`config.mk`:
```
export PLATFORM = sky130hd
export DESIGN_NAME = core_alu_wb
export DESIGN_NICKNAME = d
export VERILOG_FILES = /design/src/rtl/core_alu_wb_pkg.sv /design/src/rtl/core_alu_wb_flags.sv /design/src/rtl/core_alu_wb.sv
export SDC_FILE = /design/constraint.sdc
export NUM_CORES = 1
export LEC_CHECK = 0
export BUFFER_PORTS_ARGS = -buffer_cell sky130_fd_sc_hd__buf_2
export CORE_MARGIN = 2
export CORE_UTILIZATION = 41
export DETAILED_ROUTE_END_ITERATION = 8
export PLACE_DENSITY = 0.66
export SYNTH_ARGS = -nofsm -noshare
export SYNTH_HDL_FRONTEND = slang
export SYNTH_SLANG_ARGS = --single-unit
```
`constraint.sdc`:
```
create_clock -name clk -period 5.92 [get_ports clk]
set_input_delay 0.592 -clock clk [delete_from_list [all_inputs] [get_ports clk]]
set_output_delay 0.592 -clock clk [all_outputs]
set_load 0.1 [all_outputs]
```
`src/rtl/core_alu_wb_pkg.sv`:
```
// Shared decode types, flag bit positions and ALU op encodings for the
// execute/writeback slice.
package core_alu_wb_pkg;

    localparam int REG_IDX_W = 4;

    localparam int FLAG_N = 3;
    localparam int FLAG_Z = 2;
    localparam int FLAG_C = 1;
    localparam int FLAG_V = 0;

    typedef enum logic [2:0] {
        ALU_ADD = 3'd0,
        ALU_SUB = 3'd1,
        ALU_AND = 3'd2,
        ALU_ORR = 3'd3,
        ALU_XOR = 3'd4,
        ALU_SHL = 3'd5,
        ALU_SHR = 3'd6
    } alu_op_e;

    typedef struct packed {
        alu_op_e op;
    } alu_ctl_t;

    typedef struct packed {
        logic                 en;
        logic [REG_IDX_W-1:0] rd;
        logic                 set_flags;
    } wb_ctl_t;

    typedef struct packed {
        alu_ctl_t alu;
        wb_ctl_t  wb;
    } insn_decode;

endpackage

```
`src/rtl/core_alu_wb_flags.sv`:
```
// Combinational NZCV generation from ALU op, operands and result; shared with
// compare/branch logic.
module core_alu_flags
    import core_alu_wb_pkg::*;
#(
    parameter int W = 16
) (
    input  alu_op_e        op_i,
    input  logic [W-1:0]   a_i,
    input  logic [W-1:0]   b_i,
    input  logic [W-1:0]   q_i,
    output logic [3:0]     flags_o
);

    logic [W-1:0] sum_w;

    always_comb begin
        sum_w   = a_i + b_i;
        flags_o = '0;
        flags_o[FLAG_N] = q_i[W-1];
        flags_o[FLAG_Z] = (q_i == '0);
        case (op_i)
            ALU_ADD: begin
                // A wrapped W-bit sum is smaller than either operand exactly on carry-out.
                flags_o[FLAG_C] = (sum_w < a_i);
                flags_o[FLAG_V] = (a_i[W-1] == b_i[W-1]) && (q_i[W-1] != a_i[W-1]);
            end
            ALU_SUB: begin
                flags_o[FLAG_C] = (a_i >= b_i);
                flags_o[FLAG_V] = (a_i[W-1] != b_i[W-1]) && (q_i[W-1] != a_i[W-1]);
            end
            default: ;
        endcase
    end

endmodule

```
`src/rtl/core_alu_wb.sv`:
```
// Execute-to-writeback stage: 2-entry result queue with register-file handshake,
// pending-destination mask and architectural NZCV register.
module core_alu_wb
    import core_alu_wb_pkg::*;
#(
    parameter int W = 16,
    parameter int R = 4
) (
    input  logic            clk,
    input  logic            rst_n,
    input  insn_decode      dec,
    input  logic            start,
    input  logic [W-1:0]    a,
    input  logic [W-1:0]    b,
    input  logic [W-1:0]    q,
    input  logic            flush,
    output logic            in_ready,
    output logic            wb_valid,
    input  logic            wb_ready,
    output logic            wb_en,
    output logic [R-1:0]    wb_rd,
    output logic [W-1:0]    wb_data,
    output logic [3:0]      wb_flags,
    output logic [3:0]      flags,
    output logic [2**R-1:0] busy_mask
);

    typedef struct packed {
        logic         en;
        logic [R-1:0] rd;
        logic [W-1:0] data;
        logic [3:0]   flags;
        logic         set_flags;
    } entry_t;

    entry_t     ent_q [2];
    entry_t     new_ent;
    entry_t     head;
    logic [1:0] vld_q, vld_d;
    logic       wr_ptr_q, wr_ptr_d;
    logic       rd_ptr_q, rd_ptr_d;
    logic [3:0] flags_q, flags_d;
    logic [3:0] alu_flags;
    logic       push;
    logic       pop;

    core_alu_flags #(.W(W)) u_flags (
        .op_i    (dec.alu.op),
        .a_i     (a),
        .b_i     (b),
        .q_i     (q),
        .flags_o (alu_flags)
    );

    assign new_ent = '{en: dec.wb.en, rd: dec.wb.rd[R-1:0], data: q,
                       flags: alu_flags, set_flags: dec.wb.set_flags};

    assign head     = ent_q[rd_ptr_q];
    assign in_ready = ~&vld_q;
    assign wb_valid = vld_q[rd_ptr_q];
    assign push     = start && in_ready && !flush && (dec.wb.en || dec.wb.set_flags);
    assign pop      = wb_valid && wb_ready;

    // Storage is unreset; every consumer below qualifies it with a valid bit.
    assign wb_en    = wb_valid && head.en;
    assign wb_rd    = wb_valid ? head.rd    : '0;
    assign wb_data  = wb_valid ? head.data  : '0;
    assign wb_flags = wb_valid ? head.flags : '0;
    assign flags    = flags_q;

    always_comb begin
        vld_d    = vld_q;
        wr_ptr_d = wr_ptr_q;
        rd_ptr_d = rd_ptr_q;
        flags_d  = flags_q;
        if (pop) begin
            vld_d[rd_ptr_q] = 1'b0;
            rd_ptr_d        = ~rd_ptr_q;
            if (head.set_flags) flags_d = head.flags;
        end
        if (push) begin
            vld_d[wr_ptr_q] = 1'b1;
            wr_ptr_d        = ~wr_ptr_q;
        end
        if (flush) begin
            vld_d    = '0;
            wr_ptr_d = 1'b0;
            rd_ptr_d = 1'b0;
        end
    end

    always_ff @(posedge clk or negedge rst_n) begin
        if (!rst_n) begin
            vld_q    <= '0;
            wr_ptr_q <= 1'b0;
            rd_ptr_q <= 1'b0;
            flags_q  <= '0;
        end else begin
            vld_q    <= vld_d;
            wr_ptr_q <= wr_ptr_d;
            rd_ptr_q <= rd_ptr_d;
            flags_q  <= flags_d;
        end
    end

    always_ff @(posedge clk) begin
        if (push) ent_q[wr_ptr_q] <= new_ent;
    end

    always_comb begin
        busy_mask = '0;
        for (int i = 0; i < 2; i++) begin
            if (vld_q[i] && ent_q[i].en) busy_mask[ent_q[i].rd] = 1'b1;
        end
    end

    // A start coinciding with flush is discarded anyway, so it is not a violation.
    a_no_start_when_full : assert property (@(posedge clk) disable iff (!rst_n)
        !(start && !in_ready && !flush));

endmodule

```
* After elaboration in Yosys (flattened, before gate mapping)
Memory sizes are Yosys's and may differ from the RTL's.
Cells that the tools add are included.
W data, S select, Z words.
** Word-level totals
- Bits in registers :: 8
- Word-level logic and storage cells :: 73
- Memory bits (writable) :: 52
- Output and inout port bits :: 47
- Memories :: 1
- Input bits :: 62
** Memory list
- ent_q :: depth 2, width 26, rd ports 3, clocked after Yosys merged registers in 0, write ports 1, RTL line core_alu_wb.sv:36 : entry_t ent_q [2];
** Cells by class
- Mux-type cells :: 25
- Bitwise gates (word level) :: 6
- Equality and inequality tests :: 4
- Add/subtract/negate cells :: 1
- Reduce and logical (&&, ||, !) cells :: 22
- Order comparisons :: 10
** Operators by type and width (number)
- $mux W16 :: 3
- $add A16 B16 Y16 :: 1
- $ge A16 B16 Y1 :: 1
- $logic_not A16 Y1 :: 1
- $lt A16 B16 Y1 :: 1
- $or A16 B16 Y16 :: 1
- $logic_and A1 B1 Y1 :: 13
- $mux W1 :: 12
- $lt A4 B5 Y1 const B :: 2
- $demux W1 S4 :: 2
- $ge A4 B1 Y1 const B :: 2
- $mux W4 :: 2
- $mux W2 :: 3
- $lt A1 B2 Y1 const B :: 2
- $pmux W2 S2 :: 1
- $reduce_and A2 Y1 :: 2
- $reduce_bool A2 Y1 :: 2
- $eq A3 B1 Y1 const B :: 1
- $logic_not A3 Y1 :: 1
- $and A2 B2 Y2 :: 1
- $demux W1 S1 :: 2
- $ge A1 B1 Y1 const B :: 2
- $logic_not A1 Y1 :: 2
- $ne A1 B1 Y1 :: 2
- other kinds (5) :: 6

* Logic depth before layout (Yosys ltp)
Gate-level depths: netlist (run 1).
- Depth after elaboration :: 10
- Mapped depth :: 15
- Gate-level depth less buffers :: 15

* Hierarchy
From an unflattened synthesis (run 1), not the netlist that was laid out.
** Unflattened totals
- Cell total of the unflattened synthesis :: 397
- Area, all modules :: 4172.8 µm²
** Modules (own cells, without submodules)
- core_alu_wb :: cells each 186, times used 1, area an instance 2636.3 µm², seq. area each 1761.7 µm²
- core_alu_flags :: cells each 211, times used 1, area an instance 1536.5 µm², seq. area each 0.0 µm²

* Least setup slack after synthesis (run 1)
OpenSTA, ideal clock, no wires.
- Path type :: input port to flip-flop
- From :: input port a[0]
- To :: memory ent_q[0][2] (netlist name), data pin
- Path buffers :: 0
- Required time :: 5.750 ns
- Stages on the path :: 14
- Setup time :: 0.170 ns
- Arrival :: 3.225 ns
- Setup slack :: 2.525 ns
- Path through :: ha_1 -> inv_1 -> fa_1 -> o21bai_1 -> a221o_2 -> nor2_1 -> o31a_1 -> or4_1 -> o311a_1 -> ha_1 -> a21o_1 -> a211oi_1 -> o211ai_1 -> a22oi_1
** Between the ends
- Word-level cells in the longest chain between the ends :: 3
- Elaborated cells on any way between the ends :: 4
- Classes of those cells :: add/sub: 1; order compare: 2; mux: 1
** RTL lines
- from (decl) :: RTL line core_alu_wb.sv:13 : input logic [W-1:0] a,
- $add A16 B16 Y16 :: RTL line core_alu_wb_flags.sv:18 : sum_w = a_i + b_i;
- $lt A16 B16 Y1 :: RTL line core_alu_wb_flags.sv:25 : flags_o[FLAG_C] = (sum_w < a_i);
- $pmux W2 S2 (*) :: RTL line core_alu_wb_flags.sv:22 : case (op_i)
- via alu_flags[1] :: RTL line core_alu_wb.sv:43 : logic [3:0] alu_flags;
- to (decl) :: RTL line core_alu_wb.sv:36
The timed path passes the listed nets; every way through them passes the cells marked *.

* Final worst setup path (run 1)
- From :: input port a[0]
- To :: memory ent_q[1][2] (netlist name), data pin
Same word-level chain as after synthesis.

==> results of run 1 <==
==> cells by family (layout without fill, tap and decap cells) <==
| logic type | after synthesis | count (layout) | share of synthesized area, % |
|---|---|---|---|
| and+or+nand+nor | 119 | 119 | 15.20 |
| xor gates and xnor gates | 15 | 15 | 3.325 |
| buffers and inverters | 51 | 171 | 5.003 |
| muxes | 26 | 26 | 6.618 |
| AOI/OAI and AO/OA | 72 | 72 | 12.03 |
| adders and majority gates | 46 | 46 | 14.76 |
| DFF | 58 | 58 | 43.07 |
==> registers in the layout, indices dropped and copies added, names as in the netlist <==
register / cells
rd_ptr_q: 1
wr_ptr_q: 1
flags: 4
vld_q: 2
ent_q: 50
==> critical path: stages <==
cell	delay [ps]
buf_2	90
ha_1	160
inv_1	50
fa_1	410
o21bai_1	210
a221o_2	220
nor2_1	50
o31a_1	320
or4_1	410
o311a_1	140
ha_1	190
a21o_1	180
a211oi_1	230
o211ai_1	120
a22oi_1	200
==> area by class of cell <==
cell class                 instances  area, um^2  area share, %
timing repair buffer             112       570.5          11.78
inverter                          43       161.4          3.333
multi-input combinational        278        2058          42.51
clock inverter                     3       40.04         0.8269
clock buffer                      13       148.9          3.075
sequential                        58        1702          35.14
tap                              129       161.4          3.333
==> stage by stage <==
stage | instances | cell area (um^2) | power, mW | hold slack (ps) | worst slack (ps)
final | 636 | 4842 | 1.172 | 104.1 | 2485
after global placement | 620 | 4653 | 0.8280 | 446.4 | 2277
after global routing | 636 | 4842 | 1.234 | 100.8 | 2312
after CTS | 636 | 4842 | 1.185 | 85.73 | 2526
after floorplan | 387 | 3951 | 0.7459 | 296.4 | 2525
after detailed placement | 620 | 4653 | 0.8333 | 448.8 | 2188
==> worst paths after layout <==
kind                                          end  slack, ps  depth (start not counted)
max                         ent_q[1][2]$_DFFE_PP_       2480                         15
min                          wr_ptr_q$_DFFE_PN0P_        100                          1
max reg2reg                ent_q[0][21]$_DFFE_PP_       3450                          4
min reg2reg                  flags[1]$_DFFE_PN0P_        480                          2
max in group asynchronous    flags[2]$_DFFE_PN0P_       5630                          1
min in group clk           ent_q[0][24]$_DFFE_PP_        460                          1
==> Yosys cell counts, types with 2 or more instances <==
master | count | area share (%)
ha_1 | 45 | 14
a21oi_1 | 17 | 2.2
a311oi_1 | 2 | 0.44
xor2_1 | 6 | 1.3
a21boi_0 | 2 | 0.38
buf_2 | 2 | 0.25
nor4_1 | 5 | 0.79
nor3_1 | 6 | 0.76
dfrtp_1 | 8 | 5.1
a2111oi_0 | 2 | 0.44
nand2_1 | 17 | 1.6
o21ai_0 | 10 | 1.3
nand3_1 | 5 | 0.63
mux2i_1 | 25 | 6.3
nor2_1 | 44 | 4.2
clkbuf_1 | 4 | 0.38
or2_2 | 4 | 0.63
a211oi_1 | 2 | 0.38
inv_1 | 43 | 4.1
edfxtp_1 | 50 | 38
nor3b_1 | 2 | 0.38
o211ai_1 | 3 | 0.57
or4_1 | 4 | 0.76
o22ai_1 | 16 | 2.5
xnor2_1 | 9 | 2.0
nand4_1 | 5 | 0.79
nand4b_1 | 3 | 0.67
nor2b_1 | 6 | 0.95
o21bai_1 | 5 | 0.95
a21o_1 | 5 | 0.95
or3_1 | 2 | 0.32
nand2b_1 | 11 | 1.7
==> power by group <==
part           switching, mW  total [mW]  internal (mW)
registers            0.00995       0.477          0.467
clock network          0.143       0.348          0.205
logic                  0.239       0.348          0.108
total                  0.392        1.17          0.780
==> routing by layer <==
metal | vias to the layer above | GRT usage [%] | share of wire [%]
met1 | 1516 | 21.07 | 44
met3 | 7 | 2.189 | 3.5
met2 | 84 | 30.97 | 52
met4 | 0 | 6.872 | 1.1
li1 | 1631 | - | -
met5 | - | 0 | 0
==> results.toml, run 1 <==
[global_route]
gr-total-overflow = 0
grt_max_degree = 30
grt_pass1_vias = 3099
grt_use_total_pct = 17.27
grt_pass1_wl_um = 14110
antenna_found_initial = 0

[synthesis]
synth_edf_count = 50
synth_area_um2 = 3951
synth.yosys.warnings = 0
ys_seq_area_share_pct = 43.07
synth_flop_cell = "edfxtp_1"
synthArstFlopShare_pct = 13.79
synth.distinct_cells = 49
syn_nets = 495
syn_area_per_cell_um2 = 10.21
synthCells = 387
ys_ff_latch = 58

[floorplan]
start_util_pct = 42.56
die_w_um = 102.2
core-area_um2 = 9284
fp-row-count = 35
dieArea_um2 = 10440
io_pins = 109
die_y_um = 102.2

[sta]
tightest_slew_ps = 702.4
slew_viol_final = 0
slew_headroom_pct = 52.96
finalSetupTns_ps = 0
clock.fmax_mhz = 291.1
skew_ps = 7.416
timing.final.crit_share_pct = 58.02
min_period_ps = 3435
hold_viol = 0
rsz0062_at_grt = "false"
setup_viol = 0

[worst_setup_path]
path_max_fanout = 4
worstPathRequired_ps = 6070
cp.arrival_ps = 3590
critical_path_class = "in -> reg"
worstSetupEndpointType = "flip-flop"
startpoint_type = "input port"
crit_start = "a[0]"
rr_startpoint = "vld_q[1]$_DFF_PN0_"

[cells_and_area]
syn2layout_area_growth_pct = 22.55
most-common-layout-cells = "buf_2, edfxtp_1, ha_1"
nFillCells = 875
final_common_cell = "buf_2"
drive_gt1_share_pct = 26.43
layout.nets = 610
final_core_util_pct = 52.16
insertedDiodeCount = 0

[clocking]
cts.clk_slew.worst_paths_ps = 60
post_cts.repair.setup_buffers = 0
cts_tree = "built"
cts_resized = 0
cts_buffers = 9
clk-insertion-delay-late_ps = 330
hold_buffers = 0
clock-sinks = 58
htreeDepth = 3
cts_root_buf = "clkbuf_8"
cts_max_path_buffers = 2

[drt]
viasPerCell = 5.091
dr.pass1.iters = 5
first_iter_violations = 95
drc = 0
ant_nets = 0
via_count = 3238
routed_wl_um = 8877
wl_per_cell_um = 13.96

[run]
drv_cap = 0

[power_and_ir_drop]
p_leak_nw = 2.189
power_density_nw_per_um2 = 242.1
vdd_drop_max_mv = 0.1100

[placed_design]
dp_hpwl_um = 6941
io_buffers = 108
gp_congestion = 0.8660

[hold_path]
hp-class = "in -> async"

[outcome]
outcome = "completed"
No activity file was read; power rests on OpenSTA's default activity.
==> run 2, diff against run 1 <==
--- a/config.mk
+++ b/config.mk
@@ -9,7 +9,7 @@
 export CORE_MARGIN = 2
 export CORE_UTILIZATION = 41
 export DETAILED_ROUTE_END_ITERATION = 8
-export PLACE_DENSITY = 0.66
+export PLACE_DENSITY = 0.69
 export SYNTH_ARGS = -nofsm -noshare
 export SYNTH_HDL_FRONTEND = slang
 export SYNTH_SLANG_ARGS = --single-unit
==> constraint.sdc (replaced) <==
create_clock -name clk -period 3.1 [get_ports clk]
set_input_delay 0.31 -clock clk [delete_from_list [all_inputs] [get_ports clk]]
set_output_delay 0.31 -clock clk [all_outputs]
set_load 0.1 [all_outputs]
==> run 2 against run 1 <==
- via count rose by 1.4%
- critical path depth rose by 1
- final area rose by 2.9%
- worst setup slack got worse by 2400 ps
- worst hold slack improved by 74 ps
- clock skew rose by 1.1 ps
- clock power rose by 110%
- core utilization rose by 1.5 points
- critical path type unchanged
- critical endpoint is now ent_q[0][2]$_DFFE_PP_
- highest routed layer unchanged
==> results.toml, run 2 (synthesis gave the netlist of run 1 again) <==
[sta]
hold_viol = 0
tightest_slew_ps = 495.5
min_period_ps = 2991
skew_ps = 8.540
timing.final.crit_share_pct = 96.47
slew_viol_final = 0
finalSetupTns_ps = 0
clock.fmax_mhz = 334.4
slew_headroom_pct = 66.52
finalWorstSetupSlack_ps = 109.3
setup_viol = 0

[worst_setup_path]
startpoint_type = "input port"
cp.arrival_ps = 3040
worstPathRequired_ps = 3150
critical_path_class = "in -> reg"
worstSetupEndpointType = "flip-flop"
path_max_fanout = 2

[floorplan]
core-area_um2 = 9284
die_w_um = 102.2
fp-row-count = 35
io_pins = 109
dieArea_um2 = 10440
start_util_pct = 42.56
die_y_um = 102.2

[cells_and_area]
largest_reg_flops = 50
syn2layout_area_growth_pct = 26.09
layout.nets = 625
regMostFlops = "ent_q"
insertedDiodeCount = 0
multi_input_area_um2 = 2063
drive_gt1_share_pct = 28.74
most-common-layout-cells = "buf_2, edfxtp_1, ha_1"
fin_area_um2 = 4982
final_common_cell = "buf_2"
fin_cells = 651
nFillCells = 888
seq_area_um2 = 1702

[global_route]
antenna_found_initial = 0
grt_pass1_wl_um = 13950
grt_max_degree = 25
grt_pass1_vias = 3119
gr-total-overflow = 0
grt_use_total_pct = 17.04

[drt]
dr.pass1.iters = 4
wl_per_cell_um = 13.60
routed_wl_um = 8852
viasPerCell = 5.045
ant_nets = 0
drc = 0
via_count = 3284
first_iter_violations = 147

[placed_design]
gp_congestion = 0.8981
io_buffers = 108
placed_area_um2 = 4751
dp_hpwl_um = 7084
pre_cts_slack_ps = -219.3
place_inst = 633

[clocking]
htreeDepth = 3
cts_tree = "built"
clock-sinks = 58
cts_max_path_buffers = 2
clk-insertion-delay-late_ps = 320
cts_root_buf = "clkbuf_8"
cts.clk_slew.worst_paths_ps = 60
cts_buffers = 9

[hold_path]
hp-class = "in -> reg"

[power_and_ir_drop]
p_leak_nw = 2.268
vdd_drop_max_mv = 0.2796
p_total_mw = 2.319
power_density_nw_per_um2 = 465.5

[run]
drv_cap = 0

[outcome]
outcome = "completed"
==> run 2: cell type report <==
class | instances | share of cell area (%)
Clock buffer | 10 | 2.562
Inverter | 43 | 3.240
Sequential cell | 58 | 34.15
Tap cell | 129 | 3.240
Multi-Input combinational cell | 278 | 41.41
Timing Repair Buffer | 127 | 13.76
Clock inverter | 6 | 1.632
==> run 2: stage by stage <==
step / utilization, % / hold slack, ps
floorplan: - / 14.41
global placement: 51.17 / 159.8
detailed placement: 51.17 / 173.6
CTS: 53.53 / 158.1
global route: 53.67 / 163.4
finish: 53.67 / 177.6
==> run 2: metal layers <==
metal  vias to the layer above  GRT usage, %  wire [um]
li1                       1656             -          -
met1                      1512         21.97       3901
met3                         6         2.326        482
met2                       110         29.71       4413
met4                         0         5.436         55
met5                         -             0          0
==> run 2: path summary, 6_finish.rpt <==
path / from / to / slack (ps) / depth (start not counted)
setup / recovery: a[0] / ent_q[0][2]$_DFFE_PP_ / 110 / 16
hold / removal: dec[1] / ent_q[1][21]$_DFFE_PP_ / 180 / 1
setup reg to reg: vld_q[1]$_DFF_PN0_ / ent_q[1][25]$_DFFE_PP_ / 970 / 4
hold reg to reg: flags[2]$_DFFE_PN0P_ / flags[2]$_DFFE_PN0P_ / 480 / 2
max in group asynchronous: rst_n / vld_q[1]$_DFF_PN0_ / 2550 / 2
min in group asynchronous: rst_n / flags[3]$_DFFE_PN0P_ / 360 / 2
==> run 2: worst max-delay path: stages <==
cell,delay [ps]
buf_2,90
ha_1,150
inv_1,50
fa_1,390
o21bai_1,210
a221o_2,190
nor2_1,40
o31a_1,280
or4_1,390
o311a_1,150
ha_1,280
nand3_1,80
nor2_1,120
o211ai_1,90
o211ai_1,110
a22oi_2,90
==> run 2: power breakdown <==
part           total [mW]  switching [mW]  internal [mW]  leakage (nW)
logic               0.683           0.457          0.225          1.61
clock network       0.725           0.279          0.447         0.104
registers           0.911          0.0187          0.892         0.559
==> run 2: what timing repair did <==
action                     in CTS  in global routing
hold buffers                    1                  0
hold endpoints to repair        8                  0
gates resized for setup         0                  1
setup endpoints to repair       0                  2
buffers inserted                0                  1
